`src/rtl/rom_stream_fetcher.sv`:
```
// Credit-limited ROM read controller: streams num_bytes consecutive ROM bytes
// through a small byte FIFO and packs them LSB-first into PACK-byte words.
module rom_stream_fetcher #(
    parameter int ADDR_WD    = 8,
    parameter int DATA_WD    = 8,
    parameter int PACK       = 2,
    parameter int FIFO_DEPTH = 4
) (
    input  logic                      clk,
    input  logic                      reset_n,
    input  logic                      start,
    input  logic [ADDR_WD-1:0]        base_addr,
    input  logic [ADDR_WD:0]          num_bytes,
    output logic                      busy,
    output logic                      done,
    output logic                      rom_rd_vld,
    output logic [ADDR_WD-1:0]        rom_rd_addr,
    input  logic [DATA_WD-1:0]        rom_rd_data,
    input  logic                      rom_rd_data_vld,
    output logic                      out_vld,
    output logic [DATA_WD*PACK-1:0]   out_data,
    output logic                      out_last,
    input  logic                      out_rdy
);

    localparam int PW = (FIFO_DEPTH > 1) ? $clog2(FIFO_DEPTH) : 1;
    localparam int CW = $clog2(FIFO_DEPTH + 1);
    localparam int NW = ADDR_WD + 1;

    if (PACK < 1 || PACK > 4 || FIFO_DEPTH < 2 * PACK) begin : g_param_check
        $error("rom_stream_fetcher: requires 1 <= PACK <= 4 and FIFO_DEPTH >= 2*PACK");
    end

    typedef enum logic [1:0] {IDLE, FETCH, DRAIN} state_t;

    state_t               state;
    logic [DATA_WD-1:0]   mem [FIFO_DEPTH];
    logic [PW-1:0]        wr_ptr, rd_ptr;
    logic [CW-1:0]        fifo_count;
    logic                 inflight;
    logic [ADDR_WD-1:0]   addr;
    logic [NW-1:0]        num_r, issued, returned, popped;

    logic                    push;
    int                      pop_n;
    logic                    can_issue;
    logic                    last_word;
    logic [DATA_WD*PACK-1:0] word;

    function automatic logic [PW-1:0] ptr_add(input logic [PW-1:0] p, input int n);
        int s;
        s = int'(p) + n;
        if (s >= FIFO_DEPTH) s = s - FIFO_DEPTH;
        return PW'(s);
    endfunction

    always_comb begin
        push  = rom_rd_data_vld && inflight;
        pop_n = 0;
        if (state != IDLE && (!out_vld || out_rdy)) begin
            if (int'(fifo_count) >= PACK)
                pop_n = PACK;
            else if (returned == num_r && fifo_count != '0)
                pop_n = int'(fifo_count);
        end
        // Credit covers FIFO contents, the return landing now, the read on the
        // port and the one being decided, net of bytes leaving this cycle.
        can_issue = (state == FETCH) && (issued < num_r) &&
                    (int'(fifo_count) - pop_n + int'(inflight) + int'(rom_rd_vld) < FIFO_DEPTH);
        last_word = (int'(popped) + pop_n == int'(num_r));
        word = '0;
        for (int i = 0; i < PACK; i++) begin
            if (i < pop_n) word[i*DATA_WD +: DATA_WD] = mem[ptr_add(rd_ptr, i)];
        end
    end

    // NOTE: storage has no reset; fifo_count alone says which entries are valid.
    always_ff @(posedge clk) begin
        if (push) mem[wr_ptr] <= rom_rd_data;
    end

    // NOTE: all state below uses non-blocking assignments so every register
    // samples the pre-edge values computed above, independent of statement order.
    always_ff @(posedge clk) begin
        if (!reset_n) begin
            state       <= IDLE;
            wr_ptr      <= '0;
            rd_ptr      <= '0;
            fifo_count  <= '0;
            inflight    <= 1'b0;
            addr        <= '0;
            num_r       <= '0;
            issued      <= '0;
            returned    <= '0;
            popped      <= '0;
            busy        <= 1'b0;
            done        <= 1'b0;
            rom_rd_vld  <= 1'b0;
            rom_rd_addr <= '0;
            out_vld     <= 1'b0;
            out_data    <= '0;
            out_last    <= 1'b0;
        end else begin
            done     <= 1'b0;
            inflight <= rom_rd_vld;

            if (push) begin
                wr_ptr   <= ptr_add(wr_ptr, 1);
                returned <= returned + 1'b1;
            end
            rd_ptr     <= ptr_add(rd_ptr, pop_n);
            fifo_count <= CW'(int'(fifo_count) + int'(push) - pop_n);
            popped     <= popped + NW'(pop_n);

            if (pop_n != 0) begin
                out_vld  <= 1'b1;
                out_data <= word;
                out_last <= last_word;
            end else if (out_vld && out_rdy) begin
                out_vld  <= 1'b0;
                out_data <= '0;
                out_last <= 1'b0;
            end

            case (state)
                IDLE: begin
                    rom_rd_vld <= 1'b0;
                    if (start) begin
                        if (num_bytes != '0) begin
                            // The first read goes out with the state change.
                            num_r       <= num_bytes;
                            rom_rd_vld  <= 1'b1;
                            rom_rd_addr <= base_addr;
                            addr        <= base_addr + 1'b1;
                            issued      <= NW'(1);
                            returned    <= '0;
                            popped      <= '0;
                            busy        <= 1'b1;
                            state       <= FETCH;
                        end else begin
                            done <= 1'b1;
                        end
                    end
                end
                FETCH: begin
                    rom_rd_vld <= can_issue;
                    if (can_issue) begin
                        rom_rd_addr <= addr;
                        addr        <= addr + 1'b1;
                        issued      <= issued + 1'b1;
                    end
                    if (issued == num_r || (can_issue && issued + 1'b1 == num_r))
                        state <= DRAIN;
                end
                DRAIN: begin
                    rom_rd_vld <= 1'b0;
                    if (out_vld && out_rdy && out_last &&
                        returned == num_r && fifo_count == '0) begin
                        busy  <= 1'b0;
                        done  <= 1'b1;
                        state <= IDLE;
                    end
                end
                default: state <= IDLE;
            endcase
        end
    end

endmodule

```
`config.mk`:
```
export PLATFORM = sky130hd
export DESIGN_NAME = rom_stream_fetcher
export DESIGN_NICKNAME = d
export VERILOG_FILES = /design/src/rtl/rom_stream_fetcher.sv
export SDC_FILE = /design/constraint.sdc
export NUM_CORES = 1
export LEC_CHECK = 0
export CORE_AREA = 5 5 150 152
export DETAILED_ROUTE_END_ITERATION = 6
export DIE_AREA = 0 0 155 157
export HOLD_SLACK_MARGIN = 0.15
export PLACE_DENSITY = 0.44
export RECOVER_POWER = 25
export SETUP_SLACK_MARGIN = 0.15
export SLEW_MARGIN = 25
export SYNTH_ARGS = -nofsm -noshare
export SYNTH_HDL_FRONTEND = slang
export SYNTH_SLANG_ARGS = --single-unit
```
`constraint.sdc`:
```
create_clock -name clk -period 4.6 [get_ports clk]
set_input_delay 0.69 -clock clk [delete_from_list [all_inputs] [get_ports clk]]
set_output_delay 0.69 -clock clk [all_outputs]
set_load 0.03 [all_outputs]
```
## Word-level counts from Yosys, hierarchy flattened

Memories as Yosys holds them, arrays and structs flattened.
Cells that the tools add are included.

- Logic and storage cells: 136
- Memory bits (writable): 32
- Memories kept: 1
- Output and inout port bits: 29
- Flip-flop bits (word level): 83
- Input bits: 30

Memory list:

| memory | words | width | read ports | clocked after memory_dff | wr ports | line | text |
|---|---|---|---|---|---|---|---|
| mem | 4 | 8 | 2 | 0 | 1 | 37 | `logic [DATA_WD-1:0] mem [FIFO_DEPTH];` |

- Mux-type cells: 53
- Reductions and logical operators: 27
- Add/sub/neg operators: 18
- Eq/ne operators: 11
- Order comparisons: 9

Operators with widths:

| operator | count |
|---|---|
| 9-bit two-way mux | 10 |
| 32-bit by 2-bit adder with 32-bit output | 2 |
| 8-bit two-way mux | 8 |
| 10-bit by 32-bit adder with 32-bit output | 1 |
| 32-bit by 10-bit equality test with 1-bit output | 1 |
| 1-bit by 32-bit less-than comparator with 1-bit output, first input constant | 1 |
| 2-bit by 32-bit less-than comparator with 1-bit output, first input constant | 1 |
| 32-bit by 4-bit less-than comparator with 1-bit output, second input constant | 1 |
| 16-bit two-way mux | 2 |
| 8-bit one-hot mux with 2 select lines | 2 |
| 32-bit nonzero test | 1 |
| 4-bit by 32-bit subtractor with 32-bit output | 1 |
| 9-bit equality test | 3 |
| 2-bit two-way mux | 10 |
| 9-bit by 1-bit adder with 9-bit output, second input constant | 2 |
| 9-bit one-hot mux with 2 select lines | 1 |
| 8-bit by 1-bit adder with 8-bit output, second input constant | 2 |
| 1-bit two-way mux | 13 |
| 4-bit AND reduction | 3 |
| 1-bit logical AND | 10 |
| 9-bit adder | 1 |
| 9-bit less-than comparator | 1 |
| 3-bit two-way mux | 3 |
| 9-bit nonzero test | 1 |
| 23 further kinds | 37 |

## Longest topological paths before layout

Gate-level depths: netlist (run 1).

- Depth in word-level cells: 14
- Gate-level depth with buffers: 21
- Mapped depth without buffers: 18

## Worst setup path after synthesis (run 1)

No wires, ideal clock.

- Path kind: input to register
- From: input out_rdy
- To: register addr[4]
- Library setup time: 0.074 ns
- Path buffers: 1
- Arrival: 3.818 ns
- Setup slack: 0.708 ns
- Required time: 4.526 ns
- Cell stages on the path: 16
- Path through: nor2b_1 > nor3_1 > clkbuf_1 > inv_1 > ha_1 > inv_1 > fa_1 > nor2_1 > nor2_1 > ha_1 > nor2_1 > a2111oi_4 > o311a_4 > o21ai_1 > or4_1 > a31oi_1

- Word-level cells in the longest chain between the ends: 10

RTL lines:

| what | line | text |
|---|---|---|
| start: declaration | 23 | `input logic out_rdy` |
| 1-bit logical OR | 60 | `if (state != IDLE && (!out_vld \|\| out_rdy)) begin` |
| 1-bit logical AND | 60 |  |
| 3-bit two-way mux | 60 |  |
| 4-bit by 32-bit subtractor with 32-bit output | 69 | `(int'(fifo_count) - pop_n + int'(inflight) + int'(rom_rd_vld) < FIFO_DEPTH);` |
| 32-bit by 2-bit adder with 32-bit output (2 in a row) | 69 |  |
| 32-bit by 4-bit less-than comparator with 1-bit output | 69 |  |
| 1-bit logical AND | 68 | `can_issue = (state == FETCH) && (issued < num_r) &&` |
| 2-bit inequality test (no line) | n/a |  |
| 4-bit AND reduction (no line) | n/a |  |
| end signal: assignment | 134 | `addr <= base_addr + 1'b1;` |
| end signal: assignment | 149 | `addr <= addr + 1'b1;` |
| end: declaration | 41 | `logic [ADDR_WD-1:0] addr;` |

No other way between the ends.
A chain may end at the register's enable or synchronous reset.

## Worst setup path after layout (run 1)

- From: register fifo_count[2]
- To: register addr[4]

- Word-level cells in the longest chain between the ends: 12
- Elaborated cells between the ends (all ways): 13
- Classes of those cells: add/sub (3); order compare (2); eq/ne (1); mux (3); reduce/logical (4)

RTL lines:

| what | line | text |
|---|---|---|
| start: declaration | 39 | `logic [CW-1:0] fifo_count;` |
| start signal: assignment | 112 | `fifo_count <= CW'(int'(fifo_count) + int'(push) - pop_n);` |
| parallel branches: the longest is 5 deep, another holds 3-bit by 2-bit >= comparator with 1-bit output | n/a |  |
| 4-bit by 32-bit subtractor with 32-bit output * | 69 |  |
| 32-bit by 2-bit adder with 32-bit output * (2 in a row) | 69 |  |
| 32-bit by 4-bit less-than comparator with 1-bit output * | 69 |  |
| 1-bit logical AND * | 68 |  |
| 2-bit inequality test (no line) * | n/a |  |
| 4-bit AND reduction (no line) * | n/a |  |

Mark *: on every way between the ends.

==> run metrics, run 1 <==
status complete, but fails checks; failing checks capacitance limit, slew limit; most frequent cells in the layout dfxtp_1 (82), nor2_1 (79), clkdlybuf4s50_1 (49); Vias/cell 4.96; Max Cap Viol 1; EDFF count, synth 32; Worst-Margin Slew 2220 ps; clock tree buffer depth 2; layout cell share with drive strength beyond 1 between 10 and 15%; relative slew slack -49.1%; pin count of the biggest net entering global routing 55; DP Area 7100 µm²; fin worst setup slack 329 ps; Design Area, Final roughly 7600 µm²; Net Sw Frac a little under two fifths; hpwl dp 11.7 mm; Top FF cell, synth dfxtp_1; via count 4,871; ys async rst share 0%; Ant. Diodes 0; synthesized area per cell 9.80 µm²; core area around 21,000 µm²; grt met3 use between 3 and 4%; routed length per instance 16.8 µm; Die Ht 157 µm; met2 Usage GRT 23.7%; critical path's slowest cell or4_1; Setup TNS 0 ps; initial antenna violation count 0; Max Slew Vio Count 55; GR Overflow Total 0; sequential share of power 32.2%; DRT Wirelength 16.5 mm; die footprint 24,300 µm²; cts hold-fix bufs 0; crit-path max FO 7; Root Buffer clkbuf_16; Fmax 0.234 GHz; share of power burned in combinational logic 38.0%; CP dominant cell by count nor2_1; Final Core Density 36.6%; Hold Fails Final Rpt 0; Post-CTS Setup Inserts 0; Clock transition at path regs 60 ps; Post-Place Worst Slack 216 ps; Netlist cell types between 70 and 80; flops & latches, synth 115; via count of the first global-routing pass 4,971; Pint 0.00254 W; Overall Global Routing Usage 14.1%; Syn Inst Count between 600 and 700; Routed Antenna Nets 0; Tmin final about 4300 ps; critical path arrival 4540 ps; crit path kind reg2reg; Initial Util 29.6%; Setup violations, final 0; Max IR drop VDD about 270 µV; CP Launch Type flop; Layout Nets 760; Clk network pwr share 29.7%; mapped cell area 6190 µm²; I/O Buffers 58; # DRC 0; Worst Skew 6.94 ps; Ports 59; Sink Count 115; first-pass GRT wire length around 27 mm; crit end category flop; crit path cell chain nor2_1, nand4_1, nor4_2, buf_4, and3_1, ha_1, inv_1, ha_1, a21o_1, a21oi_2, nor2_1, nor2_1, ha_1, nor2_1, a2111oi_4, o311a_4, o21ai_1, or4_1, a31oi_1; Cell Rows 53; area delta synth->final 23.5%; global-route layer with the greatest usage met2; Critical Path RT 4870 ps; Inserted Clock Buffers 17; Clock Latency Late Sink around 400 ps; initial drt markers approximately 220; first-pass iteration count of the detailed router 4; Switch Pwr 0.00158 W; sequential area share after synthesis 42.3%; die width 155 µm; H-tree levels 4; WP buf/inv 2; Top Family by Delay on Critical Path simple AND/OR/NAND/NOR gates; Power Density 539 nW/µm²; Resize count post-CTS 0; met1 Track Usage GR 18.0%; Lkg Pwr between 2 and 3 nW; warning count from the yosys run 0; Crit path largest cell delay 530 ps; routability cong. ~0.88; unrepaired setup endpoints after global routing false; CTS tree done; most common cell after layout, fill and taps aside dfxtp_1; period utilisation layout 92.9%; HP Class reg2reg
-- path summary, 6_finish.rpt --
kind                  start             end  slack, ps  depth (start not counted)
max reg2reg   fifo_count[2]         addr[4]        330                         19
min reg2reg  rom_rd_addr[1]  rom_rd_addr[1]        480                          2
max           fifo_count[2]         addr[4]        330                         19
min          rom_rd_addr[1]  rom_rd_addr[1]        480                          2
-- synth_stat cells (7+ instances only) --
master    instances  area (µm²)
a21oi_1          26         130
a22oi_1          16         120
and3_1           13        81.3
clkbuf_1         21        78.8
dfxtp_1          83        1660
edfxtp_1         32         961
ha_1             33         413
inv_1            31         116
mux2i_1           7        70.1
mux4_2           16         360
nand2_1          47         176
nand3_1          26         130
nand4_1          11        68.8
nor2_1           79         297
nor2b_1          10        62.6
nor3_1           10        50.1
o21ai_0          13        65.1
xnor2_1          30         263
xor2_1           15         131
-- per-layer routing --
| metal | up-vias | part of all wire (%) |
|---|---|---|
| li1 | 2392 | - |
| met4 | 0 | 1.6 |
| met3 | 18 | 4.1 |
| met5 | - | 0 |
| met2 | 90 | 48 |
| met1 | 2371 | 46 |
-- per-stage QoR --
| stage | std cells | power [W] | hold WS, ps |
|---|---|---|---|
| floorplan | 633 | 0.00243 | 468 |
| global placement | 950 | 0.00292 | 483 |
| detailed placement | 950 | 0.00293 | 478 |
| CTS | 982 | 0.00419 | 484 |
| global route | 982 | 0.00439 | 495 |
| finish | 982 | 0.00412 | 485 |
-- registers in the layout, summed over array words and instances, names as in the netlist --
signal,count
mem,32
rom_rd_addr,8
out_last,1
busy,1
fifo_count,3
out_vld,1
rd_ptr,2
out_data,16
inflight,1
wr_ptr,2
popped,9
returned,9
num_r,9
rom_rd_vld,1
state,2
addr,8
issued,9
done,1
-- power by group through the flow --
stage	clock network (W)	logic (W)	registers, W
6_report	0.00123	0.00157	0.00133
5_1_grt	0.00131	0.00173	0.00135
4_1_cts	0.00126	0.00159	0.00133
3_5_place_dp	0	0.00158	0.00135
3_3_place_gp	0	0.00157	0.00135
2_1_floorplan	0	0.00102	0.00141
-- worst register-to-register path, delay by kind of cell (launching register included) --
family,cells,cell delay [ps]
compound gates,6,1210
fa+ha+maj,3,650
buf+inv,2,240
flops,1,320
simple gates,8,1710
-- logic make-up after synthesis --
kind of cell	synth area share, %
AND/OR/NAND/NOR	18.0
flip-flops	42.3
AO/OA/AOI/OAI	13.1
buffers and inverters	4.85
XOR/XNOR	6.36
adder cells (fa/ha/maj)	7.64
multiplexers	7.56
other	0.121
-- layout make-up --
class                           instances  area, µm²
Fill cell                            2114      13200
Multi-Input combinational cell        451       3280
Sequential cell                       115       2620
Timing Repair Buffer                   77        732
Clock buffer                           18        429
Tap cell                              275        344
Inverter                               32        121
Clock inverter                         14        119
(Power assumes the default switching activity.)
==> run 2: changes to the inputs <==
REMOVE_ABC_BUFFERS = 1   (was unset)
==> run 2 against run 1 <==
Net effect:
- the run now ends clean
- register-to-register slack better by 170 ps
- sequential power hardly changed
- via count decreased by 0.37%
- clock power up 7%
- setup slack gained 170 ps
- largest cell class unchanged
- largest power group unchanged
==> run metrics, run 2 (synthesis gave the netlist of run 1 again) <==
status finished, final reports clean (was complete, but fails checks); first-pass GRT wire length 25.8 mm (was 27.2 mm); Vias/cell 4.94 (was 4.96); minimum hold slack 473 ps (was 485 ps); initial antenna violation count 0 (unchanged); clock tree buffer depth 2 (unchanged); met1 Track Usage GR 17.5% (was 18.0%); DP Area 7100 µm² (about the same); CTS tree done (unchanged); Max Slew Vio Count 0 (was 55); Design Area, Final 7700 µm² (was 7650 µm²); crit path cell chain xnor2_1, nand4_1, nor4_4, and3_1, ha_1, inv_1, ha_1, a21o_1, a21oi_2, nor2_1, nor2_1, ha_1, nor2_1, a2111oi_4, o311a_4, o21ai_2, or4_1, a31oi_1 (was nor2_1, nand4_1, nor4_2, buf_4, and3_1, ha_1, inv_1, ha_1, a21o_1, a21oi_2, nor2_1, nor2_1, ha_1, nor2_1, a2111oi_4, o311a_4, o21ai_1, or4_1, a31oi_1); Layout Nets 761 (was 760); Ant. Diodes 0 (unchanged); critical path arrival 4430 ps (was 4540 ps); global-route layer with the greatest usage met2 (unchanged); DRT Wirelength 16.1 mm (was 16.5 mm); I/O Buffers 58 (unchanged); placed cell count 951 (was 950); Post-Layout Cell Count 983 (was 982); crit path kind reg2reg (unchanged); Biggest register mem (unchanged); Inserted Clock Buffers 17 (unchanged); via count of the first global-routing pass 4,786 (was 4,971); layout cell share with drive strength beyond 1 12.0% (was 11.3%); Worst Skew 9.26 ps (was 6.94 ps); Die Ht 157 µm (unchanged); critical path's slowest cell or4_1 (unchanged); GR Overflow Total 0 (unchanged); relative slew slack 41.5% (was -49.1%); Cell Rows 53 (unchanged); Fmax 0.244 GHz (was 0.234 GHz); Sink Count 115 (unchanged); Clock Latency Late Sink 420 ps (was 410 ps); period utilisation layout 89.2% (was 92.9%); Hold Fails Final Rpt 0 (unchanged); Worst-Margin Slew 877 ps (was 2220 ps); hpwl dp 11.7 mm (about the same); Final Core Density 36.8% (was 36.6%); most common cell after layout, fill and taps aside dfxtp_1 (unchanged); Overall Global Routing Usage 13.6% (was 14.1%); crit end category flop (unchanged); Fill cells 2,076 (was 2,114); Power Density 546 nW/µm² (was 539 nW/µm²); Max Cap Viol 0 (was 1); Crit path largest cell delay 530 ps (about the same); # DRC 0 (unchanged); WP buf/inv 1 (was 2); crit-path max FO 7 (unchanged); grt met3 use 3.68% (was 3.16%); pin count of the biggest net entering global routing 55 (unchanged); unrepaired setup endpoints after global routing false (unchanged); met2 Usage GRT 22.3% (was 23.7%); Clock transition at path regs 60 ps (about the same); most frequent cells in the layout dfxtp_1 (82), nor2_1 (79), clkdlybuf4s50_1 (48) (was dfxtp_1 (82), nor2_1 (79), clkdlybuf4s50_1 (49)); Ports 59 (unchanged); max reg flops 32 (unchanged); Initial Util 29.6% (unchanged); Tmin final 4100 ps (was 4270 ps); routed length per instance 16.4 µm (was 16.8 µm); Routed Antenna Nets 0 (unchanged); Critical Path RT 4920 ps (was 4870 ps); die width 155 µm (unchanged); Setup violations, final 0 (unchanged); Setup TNS 0 ps (unchanged); die footprint 24,300 µm² (unchanged); routability cong. 0.796 (was 0.879); first-pass iteration count of the detailed router 5 (was 4); CP Launch Type flop (unchanged); Top Family by Delay on Critical Path simple AND/OR/NAND/NOR gates (unchanged); HP Class reg2reg (unchanged); Lkg Pwr 2.84 nW (was 2.81 nW); H-tree levels 4 (unchanged); area delta synth->final 24.3% (was 23.5%); top flop regs mem (32), out_data (16) (unchanged); via count 4,853 (was 4,871); initial drt markers 245 (was 223); Max IR drop VDD 292 µV (was 274 µV); Root Buffer clkbuf_16 (unchanged); core area 20,900 µm² (unchanged)
## run 2: report_power, final
part	internal [W]	leakage (nW)	total [W]	switching (W)
Sequential	0.00118	0.964	0.00133	0.000146
Clock	0.000769	0.280	0.00132	0.000552
Combinational	0.000655	1.60	0.00155	0.000896
Total	0.00261	2.84	0.00420	0.00159
## run 2: timing repair
item                                    4_1_cts  5_1_grt
setup buffers                                 0        0
gates resized for setup                       0        2
endpoints found under the setup margin        0        8
hold buffers                                  0        0
## run 2: metrics by stage
| step | setup WS [ps] | power, W |
|---|---|---|
| floorplan | 120 | 0.00233 |
| global placement | 189 | 0.00290 |
| detailed placement | 128 | 0.00291 |
| CTS | 336 | 0.00426 |
| global route | 186 | 0.00448 |
| finish | 495 | 0.00420 |
## run 2: worst reg2reg max path, delay by kind of cell (launching register included)
family | cells | cell delay, ps
flops | 1 | 460
fa+ha+maj | 3 | 640
compound gates | 6 | 1190
buf+inv | 1 | 60
simple gates | 7 | 1520
xor+xnor | 1 | 150
## run 2: metal layers
| layer | wire [µm] | vias to the layer above |
|---|---|---|
| met5 | 0 | - |
| met1 | 7390 | 2335 |
| li1 | - | 2410 |
| met3 | 760 | 12 |
| met2 | 7760 | 96 |
| met4 | 170 | 0 |
## run 2: cell type report
class / count / area, µm² / area share [%]
Timing Repair Buffer: 78 / 731 / 9.49
Clock inverter: 15 / 159 / 2.06
Multi-Input combinational cell: 451 / 3290 / 42.8
Clock buffer: 17 / 425 / 5.53
Inverter: 32 / 121 / 1.58
Sequential cell: 115 / 2620 / 34.1
Tap cell: 275 / 344 / 4.47
## run 2: path summary, 6_finish.rpt
kind	slack, ps	to	depth (start not counted)	startpoint
min	470	rom_rd_addr[1]	2	rom_rd_addr[1]
min reg2reg	470	rom_rd_addr[1]	2	rom_rd_addr[1]
max reg2reg	500	addr[4]	18	returned[0]
max	500	addr[4]	18	returned[0]
==> run 3: changes to the inputs <==
CORE_AREA = 5 5 129 131   (was 5 5 150 152)
CTS_CLUSTER_DIAMETER = 120   (was unset)
DIE_AREA = 0 0 134 136   (was 0 0 155 157)
PLACE_DENSITY = 0.57   (was 0.44)
clock period = 4.51 ns   (was 4.6 ns; I/O delays follow)
==> run 3 against run 2 <==
Net effect:
- sequential power is essentially flat
- critical path depth unchanged
- cell area decreased by 1.6%
- critical path type unchanged
- die area is 25% lower
- clock power hardly changed
- via count grew 1.9%
- combinational power is essentially flat
==> run metrics, run 3 (synthesis gave the netlist of run 1 again) <==
status finished, final reports clean (unchanged); CTS tree done (unchanged); Ports 59 (unchanged); routability cong. 0.918 (was 0.796); critical path's slowest cell or4_1 (unchanged); Power Density 561 nW/µm² (was 546 nW/µm²); Clock transition at path regs 60 ps (about the same); Crit path largest cell delay 520 ps (was 530 ps); Setup TNS 0 ps (unchanged); routed length per instance 17.4 µm (was 16.4 µm); Max Slew Vio Count 0 (unchanged); Biggest register mem (unchanged); Routed Antenna Nets 0 (unchanged); Max Cap Viol 0 (unchanged); Lkg Pwr 2.84 nW (about the same); DRT Wirelength 15.6 mm (was 16.1 mm); Fmax 0.245 GHz (was 0.244 GHz); via count 4,944 (was 4,853); initial antenna violation count 0 (unchanged); Overall Global Routing Usage 17.9% (was 13.6%); most frequent cells in the layout dfxtp_1 (81), nor2_1 (79), clkdlybuf4s50_1 (48) (was dfxtp_1 (82), nor2_1 (79), clkdlybuf4s50_1 (48)); DP Area 6990 µm² (was 7100 µm²); crit end category flop (unchanged); GR Overflow Total 0 (unchanged); Hold Fails Final Rpt 0 (unchanged); Setup violations, final 0 (unchanged); WP buf/inv 1 (unchanged); critical path arrival 4400 ps (was 4430 ps); Worst-Margin Slew 933 ps (was 877 ps); via count of the first global-routing pass 4,976 (was 4,786); Die Ht 136 µm (was 157 µm); Tmin final 4080 ps (was 4100 ps); most common cell after layout, fill and taps aside dfxtp_1 (unchanged); crit path kind reg2reg (unchanged); relative slew slack 37.7% (was 41.5%); Critical Path RT 4830 ps (was 4920 ps); Sink Count 115 (unchanged); hpwl dp 11.1 mm (was 11.7 mm); Layout Nets 760 (was 761); Top Family by Delay on Critical Path simple AND/OR/NAND/NOR gates (unchanged); clock tree buffer depth 2 (unchanged); core area 15,500 µm² (was 20,900 µm²); Vias/cell 5.50 (was 4.94); Ant. Diodes 0 (unchanged); pin count of the biggest net entering global routing 55 (unchanged); Root Buffer clkbuf_16 (unchanged); Inserted Clock Buffers 17 (unchanged); first-pass iteration count of the detailed router 5 (unchanged); Clock Latency Late Sink 420 ps (about the same); unrepaired setup endpoints after global routing false (unchanged); Worst Skew 9.59 ps (was 9.26 ps); layout cell share with drive strength beyond 1 11.6% (was 12.0%); HP Class reg2reg (unchanged); H-tree levels 4 (unchanged); first-pass GRT wire length 25.7 mm (was 25.8 mm); Initial Util 40.0% (was 29.6%); initial drt markers 260 (was 245); die width 134 µm (was 155 µm); Worst Setup SP returned[1] (was returned[0]); Cell Rows 46 (was 53); max reg flops 32 (unchanged); worst hold path startpoint rom_rd_addr[1] (unchanged); worst r2r src returned[1] (was returned[0]); area delta synth->final 22.3% (was 24.3%); period utilisation layout 90.4% (was 89.2%); die footprint 18,200 µm² (was 24,300 µm²); CP Launch Type flop (unchanged); Max IR drop VDD 282 µV (was 292 µV); # DRC 0 (unchanged); Design Area, Final 7570 µm² (was 7700 µm²); crit-path max FO 7 (unchanged); crit path cell chain xnor2_1, nand4_1, nor4_4, and3_1, ha_1, inv_1, ha_1, a21o_1, a21oi_2, nor2_1, nor2_1, ha_1, nor2_1, a2111oi_4, o311a_4, o21ai_1, or4_1, a31oi_1 (was xnor2_1, nand4_1, nor4_4, and3_1, ha_1, inv_1, ha_1, a21o_1, a21oi_2, nor2_1, nor2_1, ha_1, nor2_1, a2111oi_4, o311a_4, o21ai_2, or4_1, a31oi_1); I/O Buffers 58 (unchanged); top flop regs mem (32), out_data (16) (unchanged)
run 3: what timing repair did:
| action | in CTS | in global routing |
|---|---|---|
| buffers inserted | 0 | 0 |
| hold buffers | 0 | 0 |
| resized for setup | 0 | 2 |
| endpoints found under the setup margin | 0 | 5 |
run 3: layout make-up:
class / count / area (µm²)
flip-flops and latches: 115 / 2630
fillers: 1422 / 7910
inverters: 32 / 121
clock buffers: 18 / 429
multi-input cells: 451 / 3290
clock inverters: 14 / 145
repair buffers: 77 / 723
well taps: 192 / 240
run 3: layer usage:
metal	vias to the layer above	GRT usage [%]	part of all wire, %
li1	2391	-	-
met1	2419	23.3	47
met2	113	29.1	47
met3	21	4.70	4.4
met4	0	5.66	1.7
met5	-	0	0
run 3: path summary, 6_finish.rpt:
kind | slack [ps] | depth (start not counted) | to
setup / recovery | 430 | 18 | addr[4]
hold / removal | 480 | 2 | rom_rd_addr[1]
setup reg to reg | 430 | 18 | addr[4]
hold reg to reg | 480 | 2 | rom_rd_addr[1]
run 3: power by group:
part	internal, W	switching, W	leakage [nW]
combinational	0.000659	0.000923	1.59
sequential	0.00121	0.000148	0.965
clock	0.000775	0.000535	0.279
total	0.00264	0.00161	2.84
run 3: worst min-delay path: stages (launching register included):
cell and delay, ps:
dfxtp_1 320, nand2_1 60, a21oi_1 50
run 3: per-stage QoR:
stage	total power, W	utilization (%)	hold WS (ps)	worst slack (ps)	cells
after floorplan	0.00238	-	468	30.3	598
after detailed placement	0.00294	45.1	464	153	867
final	0.00425	48.9	477	433	899
after global routing	0.00450	48.9	515	139	899
after CTS	0.00427	48.8	482	410	899
after global placement	0.00291	45.1	466	208	867
